===== src/rtl/io_responder.sv =====
// Core-side I/O responder: per-channel input holding registers plus an output FIFO toward a consumer.
// Define IO_RESPONDER_ERRFLAG_EN to build the sticky overflow/underrun flags; otherwise they are tied low.
module io_responder #(
    parameter int NUBITS = 32,
    parameter int NUIOIN = 8,
    parameter int NUIOOU = 8,
    parameter int FDEPTH = 4
) (
    input  logic                         clk,
    input  logic                         rst,
    input  logic                         req_in,
    input  logic [$clog2(NUIOIN)-1:0]    addr_in,
    output logic [NUBITS-1:0]            io_in,
    input  logic                         out_en,
    input  logic [$clog2(NUIOOU)-1:0]    addr_out,
    input  logic [NUBITS-1:0]            data_out,
    input  logic [NUIOIN*NUBITS-1:0]     ext_in_data,
    input  logic [NUIOIN-1:0]            ext_in_valid,
    output logic [NUIOIN-1:0]            ext_in_ready,
    output logic [NUBITS-1:0]            ext_out_data,
    output logic [$clog2(NUIOOU)-1:0]    ext_out_addr,
    output logic                         ext_out_valid,
    input  logic                         ext_out_ready,
    output logic                         err_ovf,
    output logic                         err_unf
);
    localparam int IW = $clog2(NUIOIN);
    localparam int OW = $clog2(NUIOOU);
    localparam int PW = $clog2(FDEPTH);
    localparam int CW = PW + 1;
    localparam int EW = OW + NUBITS;

    logic [NUBITS-1:0] hold [NUIOIN];
    logic [NUIOIN-1:0] full;

    generate
        for (genvar gi = 0; gi < NUIOIN; gi++) begin : g_chan
            logic              sel;
            logic              load;
            logic              full_reg;
            logic [NUBITS-1:0] hold_reg;

            assign sel              = req_in && (addr_in == IW'(gi));
            // A read on this channel frees the slot in the same cycle, so a producer can refill it back-to-back.
            assign ext_in_ready[gi] = !full_reg || sel;
            assign load             = ext_in_valid[gi] && ext_in_ready[gi];

            always_ff @(posedge clk or posedge rst) begin
                if (rst) begin
                    full_reg <= 1'b0;
                    hold_reg <= '0;
                end else if (load) begin
                    full_reg <= 1'b1;
                    hold_reg <= ext_in_data[gi*NUBITS +: NUBITS];
                end else if (sel) begin
                    full_reg <= 1'b0;
                end
            end

            assign full[gi] = full_reg;
            assign hold[gi] = hold_reg;
        end
    endgenerate

    assign io_in = hold[addr_in];

    logic [EW-1:0] mem [FDEPTH];
    logic [PW-1:0] wr_ptr_reg;
    logic [PW-1:0] rd_ptr_reg;
    logic [CW-1:0] count_reg;
    logic          fifo_full;
    logic          push;
    logic          pop;

    assign fifo_full     = (count_reg == CW'(FDEPTH));
    assign ext_out_valid = (count_reg != '0);
    assign pop           = ext_out_valid && ext_out_ready;
    assign push          = out_en && (!fifo_full || pop);
    assign {ext_out_addr, ext_out_data} = mem[rd_ptr_reg];

    // Storage carries no reset; count_reg alone decides which entries are meaningful.
    always_ff @(posedge clk) begin
        if (push) begin
            mem[wr_ptr_reg] <= {addr_out, data_out};
        end
    end

    always_ff @(posedge clk or posedge rst) begin
        if (rst) begin
            wr_ptr_reg <= '0;
            rd_ptr_reg <= '0;
            count_reg  <= '0;
        end else begin
            if (push) begin
                wr_ptr_reg <= wr_ptr_reg + PW'(1);
            end
            if (pop) begin
                rd_ptr_reg <= rd_ptr_reg + PW'(1);
            end
            if (push && !pop) begin
                count_reg <= count_reg + CW'(1);
            end else if (pop && !push) begin
                count_reg <= count_reg - CW'(1);
            end
        end
    end

`ifdef IO_RESPONDER_ERRFLAG_EN
    logic err_ovf_reg;
    logic err_unf_reg;

    always_ff @(posedge clk or posedge rst) begin
        if (rst) begin
            err_ovf_reg <= 1'b0;
            err_unf_reg <= 1'b0;
        end else begin
            if (out_en && fifo_full && !pop) begin
                err_ovf_reg <= 1'b1;
            end
            if (req_in && !full[addr_in]) begin
                err_unf_reg <= 1'b1;
            end
        end
    end

    assign err_ovf = err_ovf_reg;
    assign err_unf = err_unf_reg;
`else
    assign err_ovf = 1'b0;
    assign err_unf = 1'b0;
`endif

endmodule


===== config.mk =====
export PLATFORM = sky130hd
export DESIGN_NAME = io_responder
export DESIGN_NICKNAME = d
export VERILOG_FILES = /design/src/rtl/io_responder.sv
export SDC_FILE = /design/constraint.sdc
export NUM_CORES = 1
export LEC_CHECK = 0
export CORE_MARGIN = 10
export CORE_UTILIZATION = 30
export DETAILED_ROUTE_END_ITERATION = 8
export PLACE_DENSITY = 0.5
export REMOVE_ABC_BUFFERS = 1
export SETUP_SLACK_MARGIN = 0.4
export SLEW_MARGIN = 40
export SYNTH_ARGS = -nofsm -noshare
export SYNTH_HDL_FRONTEND = slang
export SYNTH_SLANG_ARGS = --single-unit

===== constraint.sdc =====
create_clock -name clk -period 8.6 [get_ports clk]
set_input_delay 1.29 -clock clk [delete_from_list [all_inputs] [get_ports clk]]
set_output_delay 1.29 -clock clk [all_outputs]
set_load 0.01 [all_outputs]

==> out/qor.csv <==
stage;metric;value;unit
routing;wire length per cell;24.9;um
sta;slew at the pin with the worst max-slew slack;0.784;ns
critical_path;CP endpoint kind;output port;
cts;clk sinks;411;
die;die area;0.0681;mm^2
critical_path;critical path fanouts, max;38;
cells_and_area;fill count;5303;
power;LEAKAGE;8.95;nW
sta;relative slew slack;47.8;%
synthesis;syn_area_per_cell;19.0;um^2
placed_design;HPWL Detailed;35700;um
sta;Hold Violations, Final;0;
cts;PostCTS Resize Cnt;0;
hold_path;min-delay src;g_chan[4].hold_reg[24];
sta;Slew Limit Fails;0;
cts;Setup Buffers After CTS;0;
routing;total wire length;52700;um
die;Starting Density;30.2;%
placed_design;placed cell areas;0.0220;mm^2
cells_and_area;FF+latch area;0.0110;mm^2
cells_and_area;layout cells sized above 1;35.7;%
sta;Fin Clk Skew;0.00910;ns
hold_path;Cells on Worst Hold Path;1;
cts;number of buffers created by CTS;47;
cts;clk buf depth;3;
power;power consumption;6.49;mW
placed_design;IO Port Bufs;382;
placed_design;routability cong.;0.736;
power;Power Density;275;mW/mm^2
global_route;All-Layer GR Usage;15.4;%
hold_path;HP Class;reg -> reg;
critical_path;WP data required;7.31;ns
cells_and_area;area grow syn2layout;35.6;%
routing;Starting DRT DRC Count;360;
die;Placeable Area;0.0576;mm^2
power;worst vdd ir;154;uV
cts;Hold-fix buffers, CTS;0;
hold_path;Worst Hold Endpoint;g_chan[4].hold_reg[24];
critical_path;critical path type;in -> out;
routing;drt pass-1 iters;4;
critical_path;Critical R2R Capture;count_reg[1];
cts;clk slew on worst S/H paths;0.06;ns
sta;fmax;199;MHz
outcome;outcome;finished, final reports clean;
synthesis;FF+latch count, synth;411;
synthesis;mapped cell area;0.0174;mm^2
global_route;global route total overflow;0;
run;max_cap viols;0;
sta;Tcrit/Tclk final;58.3;%
cells_and_area;layout net count;1629;
critical_path;Reg2Reg Launch Point;count_reg[0];
global_route;vias in the first global route;11500;
routing;Residual DRC;0;
critical_path;setup slack, reg-to-reg;6.50;ns
synthesis;yosys warns;0;
sta;final setup vio count;0;
critical_path;startpoint types;input pin;
die;# rows;88;
global_route;initial antenna violation count;28;
sta;unrepaired setup endpoints after global routing;false;
global_route;largest net degree at the start of global routing;100;
die;Die Wd;261;um
cts;Max H-tree Level;2;
synthesis;Netlist cell types;30;
routing;vias per cell;4.70;
routing;ANT nets after route;0;
cells_and_area;fin area;0.0236;mm^2
global_route;global-route wire length before repair;76700;um
sta;fin crit period;5.02;ns
routing;via count;9971;
critical_path;R2R cell count;5;
cts;CTS tree;built;
die;die height;261;um
cts;worst-skew pair later-pin latency;0.57;ns
cts;Root Driver;clkbuf_16;
synthesis;Syn Inst Count;917;
die;total I/O pin count;385;
cells_and_area;max FFs per register;256;
synthesis;sequential element share of the synthesized area;63.1;%
critical_path;WP data arrival;3.73;ns
cells_and_area;area of the multi-input gates;0.00604;mm^2
==> critical path, cell delays in order <==
cell and delay (ns):
buf_6 0.42, buf_6 0.52, mux4_2 0.57, mux2_2 0.27
clkdlybuf4s50_1 0.56
==> power by group <==
group	switching (mW)	leakage (nW)	internal [mW]
Combinational	0.635	3.73	1.06
Clock	0.806	0.751	1.20
Sequential	0.242	4.47	2.54
Total	1.68	8.95	4.80
==> metal layers <==
layer	up-vias	global-route usage (%)	wire, um
li1	4343	-	-
met1	5190	18.7	21500
met2	290	24.6	24800
met3	102	7.22	5340
met4	46	3.39	799
met5	-	0	299
==> synthesized netlist by cell type <==
library cell  instances  share of area [%]
clkbuf_1              7               0.15
ha_1                  5               0.36
mux2_1               22                1.4
nand2_1               5               0.11
nand4b_2              1              0.086
nor2_1                1              0.022
inv_1                 9               0.19
nand2b_1             12               0.43
conb_1                1              0.022
nand4_2               1              0.072
buf_2                18               0.52
nand3_1               1              0.029
dfrtp_1             271                 39
fa_1                  1               0.12
nor4b_4               1               0.14
edfxtp_1            140                 24
xor2_1                1              0.050
buf_4                15               0.65
buf_12                4               0.46
buf_6                10               0.65
o41a_1                1              0.065
xnor2_1               5               0.25
and2_1                4               0.14
a21boi_2              4               0.26
nand4b_1              2               0.10
o21ai_2               4               0.20
mux2_2              268                 17
mux4_2               99                 13
or3_1                 1              0.036
and4bb_2              3               0.22
==> through the flow <==
stage,hold slack (ns),util [%],setup TNS [ns],cells,setup slack [ns]
after global placement,0.471,38.1,0,2027,3.11
after CTS,0.492,40.9,0,2111,3.09
final,0.486,41.0,0,2120,3.58
after detailed placement,0.477,38.2,0,2030,3.09
after global routing,0.513,41.0,0,2113,3.38
after floorplan,0.453,-,-42.55,864,-0.157
==> cell usage in the layout, fill, tap and decap left out, types with 7 or more instances in the layout <==
master	netlist	final
buf_4	15	14
clkbuf_1	7	10
clkbuf_16	0	49
clkdlybuf4s50_1	0	379
clkinv_2	0	11
dfrtp_1	271	270
diode_2	0	7
edfxtp_1	140	140
inv_1	9	8
mux2_1	22	22
mux2_2	268	268
mux4_2	99	99
nand2b_1	12	12
==> how the worst max path moves through the flow <==
stage                    start      endpoint
floorplan                  rst  count_reg[0]
global placement    addr_in[1]     io_in[20]
detailed placement  addr_in[1]     io_in[20]
CTS                 addr_in[1]     io_in[20]
global route        addr_in[1]      io_in[5]
finish              addr_in[1]     io_in[20]
==> area by class of cell <==
cell class	count	share of cell area [%]
sequential	411	46.5
multi-input combinational	444	25.6
timing repair buffer	403	17.1
clock buffer	60	5.41
tap	765	4.06
clock inverter	21	1.03
inverter	9	0.175
antenna	7	0.0742
==> cell families after synthesis <==
group	Yosys count	share of synthesized area [%]
DFF	411	63.1
muxes	389	31.6
buffers and inverters	63	2.62
and+or+nand+nor	32	1.38
AOI/OAI and AO/OA	9	0.525
adders and majority gates	6	0.474
xor gates and xnor gates	6	0.302
other	1	0.0215
Power figures use the tool's default switching activity.
==> edit 1 (config.mk and constraints unchanged) <==
`FDEPTH`: 4 -> 8.
--- a/src/rtl/io_responder.sv
+++ b/src/rtl/io_responder.sv
@@ -4,7 +4,7 @@
     parameter int NUBITS = 32,
     parameter int NUIOIN = 8,
     parameter int NUIOOU = 8,
-    parameter int FDEPTH = 4
+    parameter int FDEPTH = 8
 ) (
     input  logic                         clk,
     input  logic                         rst,
Behaviour: same outputs for any inputs over 4 cycles, from zero or initial values and one cycle with rst high; that may be too few to reach the edited logic, so the function may still have changed.
==> edit 1 against the original RTL <==
Final cell count is 25% higher; final area is 27% higher; total power is 34% higher; synthesized cell count is 27% higher; highest routed layer unchanged; worst hold slack better by 0.0012 ns; critical path type unchanged; sequential cell count is 143 higher; setup slack worse by 0.13 ns; utilization is 1.4 points lower; largest cell class unchanged; die area is 29% higher; wire length is 27% higher; synthesized area is 32% higher.
==> edit 1: results (changes against the original RTL) <==
** Status
- The run finished with clean final reports.

** Placement
- The HPWL after detailed placement was 43300 um (+21%).
- Weighted congestion reported at the end of routability-driven placement :: 0.780 (+6.0%)

** Route
- The routed wire length is 67200 um (+27%).
- Final routed wire length divided by cell count :: 25.3 um (+1.5%)
- The number of DRC markers in iteration 0 came to 583 (+62%).
- The detailed-route vias per instance is 4.71 (+0.17%).

** STA
- The clock tree skew after final layout is 0.0149 ns (+0.00582 ns).
- The transition time at the pin with the least slew margin is 0.804 ns (+0.0201 ns).

** Logic synthesis
- In the synthesized netlist the dominant register cell turns out to be edfxtp_1.
- The sequential fraction of the synthesis area was 66.4% (+3.3 points).
- The number of enable-type register cells in the synthesized netlist is 280 (+100%).
- Area share of the largest cell type after synthesis :: 36.6% (-2.4 points)
- Number of distinct library cells after synthesis :: 38 (+27%)
- Sorting the synthesized cells by area gives the leading types as edfxtp_1 37%, dfrtp_1 30%, mux2_2 15%.
- The post-synthesis area per instance was 19.7 um2 (+3.9%).

** Final layout
- Layout cell share with drive strength beyond 1 :: 36.4% (+0.74 points)
- The number of flip-flops under the largest register name came to 280 (+9.4%).
- Fill cells :: 6958 (+31%)

** Power
- The worst IR drop on VDD was 0.000152 V (-1.3%).
- Static leakage :: 10.9 nW (+21%)

** Worst hold path
- The startpoint identified for the worst hold timing path is g_chan[2].hold_reg[3]$_DFFE_PP0P_.
- Worst-case hold path end point :: g_chan[2].hold_reg[3]$_DFFE_PP0P_

** Global route
- Number of antenna violations at the first check in global routing :: 48 (+71%)
- The via count of the first global-routing pass was 14300 (+25%).
- Global-route usage over all layers :: 15.0% (-0.39 points)
- Pin count of the biggest net entering global routing :: 114 (+14%)

** Worst setup path
- Worst Setup EP :: io_in[18]
- The worst reg-to-reg setup slack was 5.74 ns (-0.76 ns).
- CP startpoint :: addr_in[0]
- The worst register-to-register path ends at count_reg[3]$_DFFE_PP0P_.
- The worst path arrival time was 3.86 ns (+0.13 ns).
- Crit Path Max Fanout :: 46 (+21%)

** Clocking
- Worst skew pair latency :: 0.61 ns (+0.04 ns)
- The TritonCTS buffer count is 61 (+30%).
edit 1: kinds of logic (layout without fill, tap and decap cells):
group	count (synthesis)	after routing	synth area share [%]
AOI/OAI and AO/OA	16	16	0.588
xor gates and xnor gates	6	6	0.229
adders and majority gates	6	6	0.359
buffers and inverters	74	527	1.94
DFF	554	554	66.4
muxes	461	461	29.1
other	1	11	0.0163
and+or+nand+nor	48	48	1.34
edit 1: area by class of cell:
class | count | area, um2 | share of cell area, %
flip-flops and latches | 554 | 15300 | 50.8
repair buffers | 409 | 4090 | 13.6
diodes | 9 | 22.5 | 0.0749
clock inverters | 26 | 220 | 0.732
clock buffers | 85 | 1760 | 5.85
multi-input cells | 539 | 7400 | 24.6
well taps | 1030 | 1290 | 4.28
inverters | 7 | 38.8 | 0.129
edit 1: metrics by stage:
step | area, um2 | hold slack (ns) | utilization, % | setup WS [ns]
after CTS | 30000 | 0.492 | 39.6 | 3.35
after global placement | 28000 | 0.473 | 36.9 | 3.13
final | 30100 | 0.487 | 39.6 | 3.45
after detailed placement | 28100 | 0.478 | 36.9 | 3.35
after global routing | 30100 | 0.505 | 39.6 | 3.23
after floorplan | 22600 | 0.459 | - | -0.242
edit 1: power breakdown:
part	total [mW]	leakage (nW)	internal, mW	switching (mW)
Combinational	2.44	4.13	1.46	0.988
Clock	2.58	0.978	1.51	1.07
Sequential	3.68	5.77	3.38	0.294
Total	8.70	10.9	6.35	2.35
edit 1: metal layers:
layer	vias to the layer above	track usage, %	wire, um
li1	5421	-	-
met1	6541	17.7	26500
met2	339	24.8	32300
met3	154	7.00	6610
met4	72	3.21	1230
met5	-	0	461
edit 1: worst max-delay path, stage by stage:
cell and delay, ns:
buf_6 0.51, buf_4 0.59, mux4_2 0.57, mux2_2 0.28
clkdlybuf4s50_1 0.56
==> edit 2 (same settings) <==
Without the edit above. Add a define of `IO_RESPONDER_ERRFLAG_EN`.
--- a/src/rtl/io_responder.sv
+++ b/src/rtl/io_responder.sv
@@ -1,5 +1,7 @@
 // Core-side I/O responder: per-channel input holding registers plus an output FIFO toward a consumer.
 // Define IO_RESPONDER_ERRFLAG_EN to build the sticky overflow/underrun flags; otherwise they are tied low.
+`define IO_RESPONDER_ERRFLAG_EN
+
 module io_responder #(
     parameter int NUBITS = 32,
     parameter int NUIOIN = 8,
Formal check against the unedited RTL: not equivalent (Yosys sat finds a counterexample within 4 cycles, from zero or initial values and one cycle with rst high).
==> edit 2 against the original RTL <==
Final area rose by 1.0%; total power rose by 1.5%; wire length rose by 4.2%; synthesized area rose by 0.52%; setup slack improved by 0.079 ns; largest power group unchanged; utilization rose by 0.34 points; worst hold slack got worse by 0.031 ns; highest routed layer unchanged; sequential cell count rose by 2; global-route usage rose by 0.57 points.
==> edit 2: results (changes against the original RTL) <==
** Status
- Result of the run :: complete, no violations

** Final layout
- Buffer share of cell area :: 16.8% (-0.27 points)
- The multi-input logic cell count is 516 (+16%).
- Clock buffer cells :: 77 (+28%)
- The multi-input gate share of total cell area is 25.6% (about the same).
- The number of antenna diodes came to 10 (+3).
- The number of nets in the finished design is 1704 (+4.6%).
- Register fraction of the total cell area :: 46.3% (-0.26 points)

** Route
- Via Count :: 10400 (+4.0%)
- Met1 wire length :: 22700 um (+5.2%)
- The met2 routed wirelength was 26600 um (+7.4%).
- The routed length per instance is 24.9 um (+0.22%).
- Met3 routed wirelength :: 4580 um (-14%)

** STA
- Final worst clock skew :: 0.0183 ns (+0.00920 ns)
- The smallest hold slack came to 0.455 ns (-0.0306 ns).
- Achievable clock frequency :: 203 MHz (+1.6%)

** Power
- The standby leakage power is 9.19 nW (+2.7%).

** Global route
- Global-route wire length before repair :: 80000 um (+4.3%)
- Grt met3 use :: 5.99% (-1.2 points)
- Number of antenna violations at the first check in global routing :: 24 (-14%)
- The global routing usage on met2 was 25.9% (+1.3 points).

** Logic synthesis
- The cell count after synthesis was 995 (+8.5%).
- Number of distinct library cells after synthesis :: 36 (+20%)
- By area the synthesized netlist is led by dfrtp_1 39%, edfxtp_1 24%, mux2_2 14%.
- Async set-or-reset flop fraction in the synthesized netlist :: 66.1% (+0.16 points)

** Worst setup path
- The number of cells traversed by the worst register-to-register path came to 8 (+3).
- Following the worst setup path forward leads to its endpoint at io_in[13].
- Reg-to-reg endpoint :: count_reg[2]$_DFFE_PP0P_
- The worst path arrival time came to 3.65 ns (-0.08 ns).

** Placement
- The count of buffers from port buffering came to 384 (+0.52%).
- The placer congestion estimate is 0.760 (+3.2%).
- The cell area reported after detailed placement was 22200 um2 (+0.63%).
- The HPWL after detailed placement was 37900 um (+6.0%).
[edit 2: changes by cell type in the layout (fill, tap and decap cells not counted), moves of 4 or more]
cell      unedited run  this run
clkbuf_1            10        14
clkinv_2            11         6
nand2_1              5       103
mux2_2             268       222
clkbuf_8             1        11
mux2_1              22        36
[edit 2: power breakdown]
part / leakage (nW) / total [mW] / internal, mW / switching (mW)
clock network: 0.811 / 2.11 / 1.29 / 0.825
logic: 3.89 / 1.70 / 1.03 / 0.671
registers: 4.49 / 2.78 / 2.56 / 0.219
total: 9.19 / 6.59 / 4.87 / 1.72
[edit 2: logic make-up after synthesis]
group / count (synthesis) / share of synthesized area [%]
multiplexers: 359 / 29.5
AO/OA/AOI/OAI: 12 / 0.729
buffers and inverters: 66 / 2.37
flip-flops: 413 / 63.1
XOR/XNOR: 6 / 0.300
adder cells (fa/ha/maj): 6 / 0.472
AND/OR/NAND/NOR: 133 / 3.53
